==> config.mk <==
export PLATFORM = sky130hd
export DESIGN_NAME = change_dump_capture
export DESIGN_NICKNAME = d
export VERILOG_FILES = /design/src/rtl/change_dump_capture.sv
export SDC_FILE = /design/constraint.sdc
export NUM_CORES = 1
export LEC_CHECK = 0
export ABC_AREA = 1
export CORE_MARGIN = 1
export CORE_UTILIZATION = 40
export DETAILED_ROUTE_END_ITERATION = 7
export HOLD_SLACK_MARGIN = 0.02
export SKIP_CTS_REPAIR_TIMING = 1
export SYNTH_ARGS = -nofsm -noshare
export SYNTH_HDL_FRONTEND = slang
export SYNTH_SLANG_ARGS = --single-unit
==> constraint.sdc <==
create_clock -name clk -period 9.25 [get_ports clk]
set_input_delay 2.775 -clock clk [delete_from_list [all_inputs] [get_ports clk]]
set_output_delay 2.775 -clock clk [all_outputs]
set_load 0.01 [all_outputs]
==> src/rtl/change_dump_capture.sv <==
// Hardware value-change recorder: timestamps probe changes, snapshots and overflow
// markers into a first-word-fall-through FIFO drained over a valid/ready stream.
module change_dump_capture #(
    parameter int DATA_W = 16,
    parameter int TIME_W = 32,
    parameter int DEPTH  = 16
) (
    input  logic                       clk,
    input  logic                       rst,
    input  logic                       enable,
    input  logic                       flush,
    input  logic [DATA_W-1:0]          probe,
    output logic                       out_valid,
    input  logic                       out_ready,
    output logic [TIME_W-1:0]          out_time,
    output logic [DATA_W-1:0]          out_value,
    output logic [1:0]                 out_kind,
    output logic [$clog2(DEPTH):0]     level,
    output logic [DATA_W-1:0]          dropped
);
    localparam int AW    = $clog2(DEPTH);
    localparam int LW    = AW + 1;
    localparam int REC_W = TIME_W + DATA_W + 2;

    logic [REC_W-1:0]  mem [DEPTH];
    logic [AW-1:0]     wr_ptr;
    logic [AW-1:0]     rd_ptr;
    logic [TIME_W-1:0] timer;
    logic [DATA_W-1:0] prev;
    logic              en_q;
    logic              pending;

    logic              snap;
    logic              chg;
    logic              evt;
    logic              pop;
    logic              space;
    logic              push;
    logic [REC_W-1:0]  push_data;
    logic [DATA_W-1:0] dropped_nxt;
    logic              pending_nxt;

    assign out_valid = (level != '0);
    assign {out_time, out_value, out_kind} = out_valid ? mem[rd_ptr] : '0;

    always_comb begin
        snap        = enable & (~en_q | flush);
        chg         = enable & en_q & (probe != prev) & ~snap;
        evt         = snap | chg;
        pop         = out_valid & out_ready;
        space       = (level < LW'(DEPTH)) | pop;
        push        = 1'b0;
        push_data   = '0;
        dropped_nxt = dropped;
        pending_nxt = pending;
        // A waiting overflow marker outranks new events; an event colliding with it is itself lost.
        if (pending && space) begin
            push        = 1'b1;
            push_data   = {timer, dropped, 2'd2};
            dropped_nxt = evt ? DATA_W'(1) : '0;
            pending_nxt = evt;
        end else if (evt && space) begin
            push        = 1'b1;
            push_data   = {timer, probe, snap ? 2'd1 : 2'd0};
        end else if (evt) begin
            dropped_nxt = (dropped == '1) ? dropped : dropped + DATA_W'(1);
            pending_nxt = 1'b1;
        end
    end

    always_ff @(posedge clk) begin
        if (rst) begin
            timer   <= '0;
            prev    <= '0;
            en_q    <= 1'b0;
            pending <= 1'b0;
            dropped <= '0;
            wr_ptr  <= '0;
            rd_ptr  <= '0;
            level   <= '0;
        end else begin
            timer   <= timer + TIME_W'(1);
            prev    <= probe;
            en_q    <= enable;
            pending <= pending_nxt;
            dropped <= dropped_nxt;
            if (push) begin
                mem[wr_ptr] <= push_data;
                wr_ptr      <= wr_ptr + AW'(1);
            end
            if (pop)
                rd_ptr <= rd_ptr + AW'(1);
            case ({push, pop})
                2'b10:   level <= level + LW'(1);
                2'b01:   level <= level - LW'(1);
                default: level <= level;
            endcase
        end
    end
endmodule
== After elaboration in Yosys (flattened, before gate mapping) ==
Memory sizes are Yosys's and may differ from the RTL's. A register that Yosys moved wholly into a read port is not among the register bits.
Index checks and enable logic that the tools add are counted.
Word-level totals
  flip-flop bits (word level): 79
  memory bits (writable): 800
  input port bits: 21
  output and inout port bits: 72
  word-level logic and storage cells: 59
  memories kept: 1
Cells by class
  add/sub/neg operators: 6
  magnitude comparators: 1
  equality and inequality tests: 6
  muxes and demuxes: 20
  bitwise logic cells: 10
  reductions and logical operators: 7
Memory list
  mem: depth 16, width 50, rd ports 1, clocked after Yosys merged registers in 1, write ports 1, RTL line 25  | logic [REC_W-1:0] mem [DEPTH];
Operators with widths (number)
  50-bit two-way mux: 3
  16-bit two-way mux: 4
  32-bit by 1-bit adder with 32-bit output, second input constant: 1
  16-bit by 1-bit adder with 16-bit output, second input constant: 1
  16-bit == test, second input constant: 1
  16-bit inequality test: 1
  1-bit two-way mux: 10
  5-bit one-hot mux with 2 select lines: 1
  4-bit by 1-bit adder with 4-bit output, second input constant: 2
  4-bit two-way mux: 2
  5-bit by 1-bit adder with 5-bit output, second input constant: 1
  1-bit bitwise AND: 5
  5-bit less-than comparator, second input constant: 1
  5-bit nonzero test: 1
  5-bit by 1-bit subtractor with 5-bit output, second input constant: 1
  2-bit inequality test, second input constant: 2
  2-bit nonzero test: 2
  1-bit bitwise OR: 3
  3-bit AND reduction: 1
  2-bit by 1-bit == test with 1-bit output, second input constant: 1
  2-bit == test, second input constant: 1
  1-bit logical AND: 2
  1-bit NOT: 2
  2-bit AND reduction: 1

== Longest topological paths before layout ==
Gate-level depths: netlist (run 1).
  depth after elaboration: 12
  mapped depth: 24
  mapped depth without buffers: 22

== Least setup slack after synthesis (run 1) ==
OpenSTA, ideal clock, no wires.
  path type: input -> register
  start point: in out_ready
  end point: mem mem[11][0] (netlist bit), enable pin
  arrival time: 6029 ps
  required time: 8792 ps
  setup slack: 2764 ps
  stages: 6
  buffers on the path: 0
  cell sequence: nor2_1 nor2_1 inv_1 nand2_1 nand2_1 nor2_1
On the way
  cells in the longest elaborated chain, start to end: 8
RTL lines
  from (decl): RTL line 14  | input logic out_ready,
  1-bit bitwise AND (*): RTL line 50  | pop = out_valid & out_ready;
  1-bit bitwise OR (*): RTL line 51  | space = (level < LW'(DEPTH)) | pop;
  1-bit logical AND: RTL line 62  | end else if (evt && space) begin
  1-bit two-way mux: RTL line 62
  1-bit two-way mux (*): RTL line 57  | if (pending && space) begin
  1-bit two-way mux (*): RTL line 87  | if (push) begin
  1-bit two-way mux (*): RTL line 72  | if (rst) begin
  1-bit two-way mux (not written as such) (*): RTL line 88  | mem[wr_ptr] <= push_data;
  to (decl): RTL line 25
Mark *: on every way between the ends. The rest lies on a longest branch, timed or not.

==> key figures, run 1 <==
Detailed routing
  – Avg WL per Cell: 22.9 µm
  – WL final: 92500 µm
  – DRT antenna net count: 0
  – Via count: 22900
  – First-pass DRT Iterations: 7
  – Drt initial violations: 2263
  – DR DRC count: 0
  – Via density: 5.67

Critical path
  – CP bufs+invs: 3
  – CP endpoint kind: primary output
  – RR Startpoint: level[4]
  – Slowest stage cell, crit path: buf_4
  – Crit path max fanout: 154
  – Critical Path, Cell by Cell: inv_8, buf_4, o21ai_0, o221ai_1, nand3_1, a21oi_1, clkdlybuf4s50_1
  – Worst path required time: 6.48 ns
  – Top delay family on crit path: buffers and inverters
  – Type of origin of the critical path: flop
  – CP arrival: 4.37 ns
  – Critical path type: reg -> out
  – Max incr delay on CP: 0.81 ns

Clocking
  – Num CTS Buffers: 91
  – Clock transition at the registers of the reported paths: 0.06 ns
  – Number of H-tree levels: 3
  – Worst skew pair latency: 0.67 ns
  – CTS root buf: clkbuf_16
  – Clock Sinks: 883
  – Clk buf depth: 3
  – CTS tree: built

Placed design
  – Dpl hpwl: 47500 µm
  – Port bufs: 92
  – Pre-CTS setup slack: 2.65 ns
  – Placed Instance Area: 0.0373 mm²
  – RD Place Congestion: 0.881

Synth
  – Cell with the most instances after synthesis: edfxtp_1
  – Yosys top cell area share: 0.684
  – Post-synthesis cell count: 2773
  – Top post-synthesis cells by area: edfxtp_1 (68%), o21ai_0 (5.9%), nor2_1 (5.6%), dfxtp_1 (4.7%), o221ai_1 (3.5%)
  – Distinct cells, synth: 40
  – EDFF count, synth: 800
  – Ys flop type: edfxtp_1
  – Synth Net Count: 2803
  – Post-synth top cells: edfxtp_1 (800), nor2_1 (528), o21ai_0 (416)
  – Most area-hungry cell type in the Yosys netlist: edfxtp_1
  – FF+latch count, synth: 883
  – Seq/Total Area, Yosys: 0.732
  – Synth warnings: 0
  – Cell area after synthesis: 0.0351 mm²
  – Async SR Flop Fraction: 0
  – Syn_area_per_cell: 12.7 µm²

Floorplanning
  – Die Area: 0.0890 mm²
  – DIE HEIGHT: 298 µm
  – Initial Util: 0.404
  – # IOs: 93
  – # rows: 108
  – Core Area: 0.0869 mm²
  – Die Wd: 298 µm

Timing
  – Pins Over Slew Limit: 0
  – Crit share post-route: 0.773
  – RSZ-0062 raised after global routing: no
  – Clock Skews: 0.0649 ns
  – Setup TNS: 0 ns
  – Max frequency: 140 MHz
  – Crit path setup slack, layout: 2.10 ns
  – Headroom to the max-slew limit: 0.0651
  – Worst slew pin tran: 1.40 ns
  – Final setup viols: 0
  – Final hold vios: 0
  – Final worst path period need: 7.15 ns
  – Min Hold Slack: 0.467 ns

Global route
  – Initial antenna violation count: 0
  – Vias in the first global route: 22700
  – Total track usage: 0.205
  – Pin count of the biggest net entering global routing: 233
  – First-pass GRT wire length: 139000 µm
  – Grt ovf: 0

Finish
  – Final net count: 2845
  – Area delta synth->final: 14.7%
  – Fill count: 7653
  – Fraction of layout cells with a size suffix above 1: 0.0816
  – Diode count: 0
  – Final Instance Area: 0.0403 mm²

Worst hold path
  – HP Start: rd_ptr[3]
  – HP Class: reg -> reg

Outcome
  – Status: finished, final reports clean

Flow run
  – Max cap viols: 0

Pwr
  – Max VDD drop: 0.151 mV
  – Power per cell area: 259 mW/mm²
  – Leak pwr: 12.8 nW
## where the power goes
part,internal (W),leakage [nW],switching [W]
Sequential,0.00441,8.06,0.0000647
Clock,0.00209,1.45,0.00155
Combinational,0.000784,3.32,0.00153
## final cells by class
cell class | instances | area (µm²) | area share
clock buffers | 114 | 2410 | 0.0600
clock inverters | 55 | 586 | 0.0145
inverters | 118 | 468 | 0.0116
multi-input cells | 1586 | 8370 | 0.208
flip-flops and latches | 883 | 25700 | 0.638
well taps | 1155 | 1450 | 0.0359
repair buffers | 135 | 1280 | 0.0317
## registers in the layout, summed over array words and instances (netlist names), named ones only
register	count
mem	800
pending	1
rd_ptr	4
wr_ptr	4
dropped	16
prev	16
timer	32
en_q	1
level	5
## final timing paths
path                            cells past startpoint     endpoint  slack (ns)
worst max-delay path                                7  out_time[1]        2.10
worst min-delay path                                2         flop        0.47
worst max register to register                     17     level[3]        5.48
worst min register to register                      2         flop        0.47
## through the flow
step | cells | util | total power [W]
3_3_place_gp | 3877 | 0.429 | 0.00686
6_report | 4046 | 0.463 | 0.0104
5_1_grt | 4046 | 0.463 | 0.0109
3_5_place_dp | 3877 | 0.429 | 0.00689
2_1_floorplan | 2773 | - | 0.00586
4_1_cts | 4046 | 0.463 | 0.0105
## cell families (layout without fill, tap and decap cells)
group                    after synthesis  in the layout  synth area share
AO/OA/AOI/OAI                        801            801             0.137
XOR/XNOR                              21             21           0.00524
adder cells (fa/ha/maj)                9              9           0.00321
buffers and inverters                304            422            0.0334
flip-flops                           883            883             0.732
AND/OR/NAND/NOR                      755            755            0.0899
## tightest hold or removal path, stage by stage (launching register included)
cell and delay, ns:
dfxtp_1 0.30, inv_1 0.05, a21oi_1 0.07
## routing by layer
metal,GRT usage,part of all wire
met5,0,0
met4,0.0694,0.028
met3,0.0312,0.068
met2,0.337,0.48
met1,0.277,0.43
## layout by cell type, fill, tap and decap left out, types with 20 or more instances in the layout
cell type	netlist	layout
clkinv_1	1	20
dfxtp_1	83	79
edfxtp_1	800	800
nor2_1	528	512
inv_1	105	101
o21ai_0	416	415
a21oi_1	89	89
clkdlybuf4s50_1	0	91
o211ai_1	59	59
clkbuf_16	0	92
o22ai_1	73	73
nand3_1	66	66
o221ai_1	142	142
nand2_1	94	94
nor3_1	21	21
buf_4	0	40
(Power assumes the default switching activity.)
==> run 2, diff against run 1 <==
Clock period 9.25 ns to 6.4 ns, I/O delays scaled along.
==> key figures, run 2 (synthesized netlist as in run 1, its figures left out) <==
Detailed routing
  – Via density: 5.70
  – DR DRC count: 0
  – Via count: 23200
  – DRT antenna net count: 0
  – Drt initial violations: 2205
  – First-pass DRT Iterations: 5
  – Metal3 WL: 7050 µm
  – Met2 routed WL: 45800 µm
  – Highest routed layer: met4
  – M1 WL: 39100 µm
  – WL final: 94000 µm
  – Avg WL per Cell: 23.1 µm

Timing
  – Crit path setup slack, layout: 0.652 ns
  – Setup TNS: 0 ns
  – RSZ-0062 raised after global routing: no
  – Pins Over Slew Limit: 0
  – Clock Skews: 0.0306 ns
  – Min Hold Slack: 0.459 ns
  – Max frequency: 174 MHz
  – Worst slew pin tran: 1.34 ns
  – Crit share post-route: 0.898
  – Headroom to the max-slew limit: 0.109
  – Final setup viols: 0
  – Final hold vios: 0
  – Final worst path period need: 5.75 ns

Critical path
  – CP arrival: 3.83 ns
  – Type of origin of the critical path: flop
  – CP endpoint kind: primary output
  – Worst path required time: 4.48 ns
  – RR Startpoint: en_q
  – Critical path type: reg -> out
  – Crit path max fanout: 72

Outcome
  – Status: finished, final reports clean

Global route
  – Vias in the first global route: 23000
  – First-pass GRT wire length: 142000 µm
  – Grt ovf: 0
  – Pin count of the biggest net entering global routing: 178
  – Initial antenna violation count: 0
  – Total track usage: 0.209

Floorplanning
  – Die Area: 0.0890 mm²
  – Initial Util: 0.404
  – Die Wd: 298 µm
  – # rows: 108
  – Core Area: 0.0869 mm²
  – # IOs: 93
  – DIE HEIGHT: 298 µm

Finish
  – Diode count: 0
  – Biggest regs: mem x800, timer x32
  – Max reg flops: 800
  – Commonest cells after routing, fill and taps aside: edfxtp_1 (800), nor2_1 (512), o21ai_0 (415), o221ai_1 (142), inv_1 (101)
  – Most common cell after layout, fill and taps aside: edfxtp_1
  – Fraction of layout cells with a size suffix above 1: 0.0880
  – Area delta synth->final: 15.5%
  – Biggest register: mem
  – Final net count: 2862

Clocking
  – Clock transition at the registers of the reported paths: 0.06 ns
  – Worst skew pair latency: 0.66 ns
  – Clk buf depth: 3
  – CTS root buf: clkbuf_16
  – Number of H-tree levels: 3
  – Clock Sinks: 883
  – Num CTS Buffers: 90
  – CTS tree: built

Placed design
  – Port bufs: 92
  – Pre-CTS setup slack: 1.25 ns
  – Dpl hpwl: 48500 µm
  – RD Place Congestion: 0.875

Pwr
  – Max VDD drop: 0.234 mV
  – Power per cell area: 373 mW/mm²
  – Tot Pwr: 0.0151 W
  – Leak pwr: 12.9 nW

Worst hold path
  – HP Class: reg -> reg
  – HP Start: rd_ptr[3]

Flow run
  – Max cap viols: 0
==> run 2: stage by stage <==
step           instances  utilization  cell area, µm²
3_3_place_gp        3895        0.432           37600
3_5_place_dp        3895        0.432           37600
5_1_grt             4063        0.466           40500
6_report            4063        0.466           40500
2_1_floorplan       2773            -           35100
4_1_cts             4063        0.466           40500
==> run 2: worst paths after layout <==
path / slack [ns] / cells after the start / to
worst max-delay path: 0.65 / 7 / out_time[19]
worst min-delay path: 0.46 / 2 / flop
worst max register to register: 3.23 / 20 / level[4]
worst min register to register: 0.46 / 2 / flop
==> run 2: cell type report <==
type / count / area [µm²]
timing repair buffer: 153 / 1570
multi-input combinational: 1586 / 8370
clock inverter: 54 / 593
inverter: 118 / 468
sequential: 883 / 25700
tap: 1155 / 1450
clock buffer: 114 / 2380
fill: 7522 / 46400
==> run 2: critical path, stage by stage, from the launching register on <==
cell	delay, ns
dfxtp_4	0.60
inv_4	0.61
buf_4	0.44
o21ai_0	0.16
o221ai_1	0.19
o211ai_1	0.13
a21oi_1	0.35
clkdlybuf4s50_1	0.62
==> run 2: routing by layer <==
layer	GRT usage	vias up
met4	0.0619	0
li1	-	10400
met3	0.0335	155
met1	0.277	11600
met5	0	-
met2	0.352	929
==> run 2: report_power, final <==
part	internal [W]	switching [W]	total (W)	leakage (nW)
clock network	0.00299	0.00225	0.00524	1.43
registers	0.00638	0.000130	0.00651	8.06
logic	0.00117	0.00219	0.00335	3.45
total	0.0105	0.00457	0.0151	12.9
==> run 3, diff against run 2 <==
Settings changed: CORE_UTILIZATION 40 to 55, CTS_BUF_LIST from default to sky130_fd_sc_hd__clkbuf_4 sky130_fd_sc_hd__clkbuf_8 sky130_fd_sc_hd__clkbuf_16, PLACE_DENSITY from default to 0.75.
==> key figures, run 3 (synthesized netlist as in run 1, its figures left out) <==
Critical path
  – R2R Path End: mem[13][17]
  – Type of origin of the critical path: flop
  – RR Startpoint: prev[3]
  – Critical path type: reg -> out
  – Depth of the worst register-to-register path: 8
  – CP arrival: 3.83 ns
  – Worst path required time: 4.48 ns
  – Crit path max fanout: 55
  – CP endpoint kind: primary output
  – Reg-to-reg setup timing slack: 3.41 ns

Clocking
  – Clk buf depth: 3
  – Worst skew pair latency: 0.64 ns
  – Num CTS Buffers: 86
  – CTS tree: built
  – Clock transition at the registers of the reported paths: 0.06 ns
  – Clock Sinks: 883
  – CTS root buf: clkbuf_16
  – Number of H-tree levels: 3

Floorplanning
  – Initial Util: 0.557
  – Core Area: 0.0631 mm²
  – Die Wd: 255 µm
  – DIE HEIGHT: 255 µm
  – # IOs: 93
  – Die Area: 0.0648 mm²
  – # rows: 92

Global route
  – Pin count of the biggest net entering global routing: 225
  – Met1 Resource Use GR: 0.374
  – Total track usage: 0.275
  – Initial antenna violation count: 0
  – Vias in the first global route: 23200
  – Grt ovf: 0
  – GR peak layer: met2
  – Met2 usage: 0.444
  – Met3 Use GR: 0.0481
  – First-pass GRT wire length: 134000 µm

Pwr
  – Max VDD drop: 0.306 mV
  – Switch share: 0.297
  – NetSw: 0.00442 W
  – Comb pwr share: 0.228
  – Tot Pwr: 0.0148 W
  – Part of the power in registers: 0.435
  – Leak pwr: 12.9 nW
  – P_int: 0.0104 W
  – Power per cell area: 371 mW/mm²
  – Clk pwr share: 0.337

Worst hold path
  – HP Start: rd_ptr[3]
  – Worst Hold Depth: 2
  – HP Class: reg -> reg

Detailed routing
  – Avg WL per Cell: 23.8 µm
  – First-pass DRT Iterations: 6
  – DRT antenna net count: 0
  – DR DRC count: 0
  – WL final: 89000 µm
  – Via count: 23800
  – Via density: 6.35
  – Drt initial violations: 3034

Placed design
  – RD Place Congestion: 0.895
  – Dpl hpwl: 45400 µm
  – Port bufs: 92
  – Inst Count DP: 3585

Timing
  – Max frequency: 174 MHz
  – Worst slew pin tran: 1.20 ns
  – Setup TNS: 0 ns
  – Final worst path period need: 5.75 ns
  – Clock Skews: 0.0218 ns
  – Headroom to the max-slew limit: 0.200
  – Crit share post-route: 0.899
  – Final setup viols: 0
  – RSZ-0062 raised after global routing: no
  – Final hold vios: 0
  – Pins Over Slew Limit: 0

Finish
  – Fraction of layout cells with a size suffix above 1: 0.0942
  – Biggest regs: mem x800, timer x32
  – Area delta synth->final: 13.9%
  – Diode count: 0
  – Most common cell after layout, fill and taps aside: edfxtp_1
  – Biggest register: mem
  – Final net count: 2857
  – Commonest cells after routing, fill and taps aside: edfxtp_1 (800), nor2_1 (512), o21ai_0 (416), o221ai_1 (142), inv_1 (101)
  – Max reg flops: 800
  – Post-Layout Cell Count: 3745

Flow run
  – Max cap viols: 0

Outcome
  – Status: finished, final reports clean
-- run 3: cell count changes in the layout (fill, tap and decap cells not counted), moves of 2 or more --
cell        change
buf_4           -2
bufinv_16       -3
clkbuf_1       -20
clkbuf_16       -3
clkbuf_4       +24
clkinv_1        -6
clkinv_16       -2
clkinv_2        +3
clkinv_8        -2
clkinvlp_4      -3
inv_6           +3
-- run 3: worst max-delay path by stage --
stage,startpoint,to,cells after the start
after floorplan,out_ready,mem[11][0],6
after global placement,flop,out_value[2],6
after detailed placement,flop,out_value[2],6
after CTS,flop,out_value[2],6
after global routing,flop,out_value[2],6
final,flop,out_value[2],6
-- run 3: worst max-delay path, stage by stage, from the launching register on --
cell and delay (ns):
dfxtp_4 0.79, inv_2 0.59, buf_4 0.46, o221ai_1 0.15, nand3_1 0.13, a21oi_1 0.42
clkdlybuf4s50_1 0.62
-- run 3: layout make-up --
| cell class | instances | area (µm²) |
|---|---|---|
| repair buffers | 152 | 1580 |
| clock inverters | 44 | 403 |
| flip-flops and latches | 883 | 25700 |
| fillers | 4566 | 23100 |
| well taps | 846 | 1060 |
| multi-input cells | 1586 | 8370 |
| clock buffers | 116 | 2430 |
| inverters | 118 | 467 |
-- run 3: layer usage --
| layer | wire [µm] | vias to the layer above |
|---|---|---|
| met4 | 2570 | 0 |
| met3 | 9280 | 200 |
| met1 | 34700 | 11700 |
| met2 | 42500 | 1467 |
| li1 | - | 10400 |
| met5 | 0 | - |
-- run 3: power by group through the flow --
stage | Combinational [W] | Clock (W) | Sequential, W
2_1_floorplan | 0.00192 | 0 | 0.00655
3_3_place_gp | 0.00322 | 0 | 0.00658
3_5_place_dp | 0.00332 | 0 | 0.00658
4_1_cts | 0.00335 | 0.00503 | 0.00646
5_1_grt | 0.00366 | 0.00526 | 0.00647
6_report | 0.00338 | 0.00500 | 0.00646
-- run 3: metrics by stage --
step,hold slack (ns),area (µm²),utilization,setup slack [ns]
after floorplan,0.436,35100,-,0.769
after global placement,0.450,37200,0.589,1.45
after detailed placement,0.456,37200,0.589,1.40
after CTS,0.453,40000,0.634,0.662
after global routing,0.482,40000,0.634,0.534
final,0.454,40000,0.634,0.649
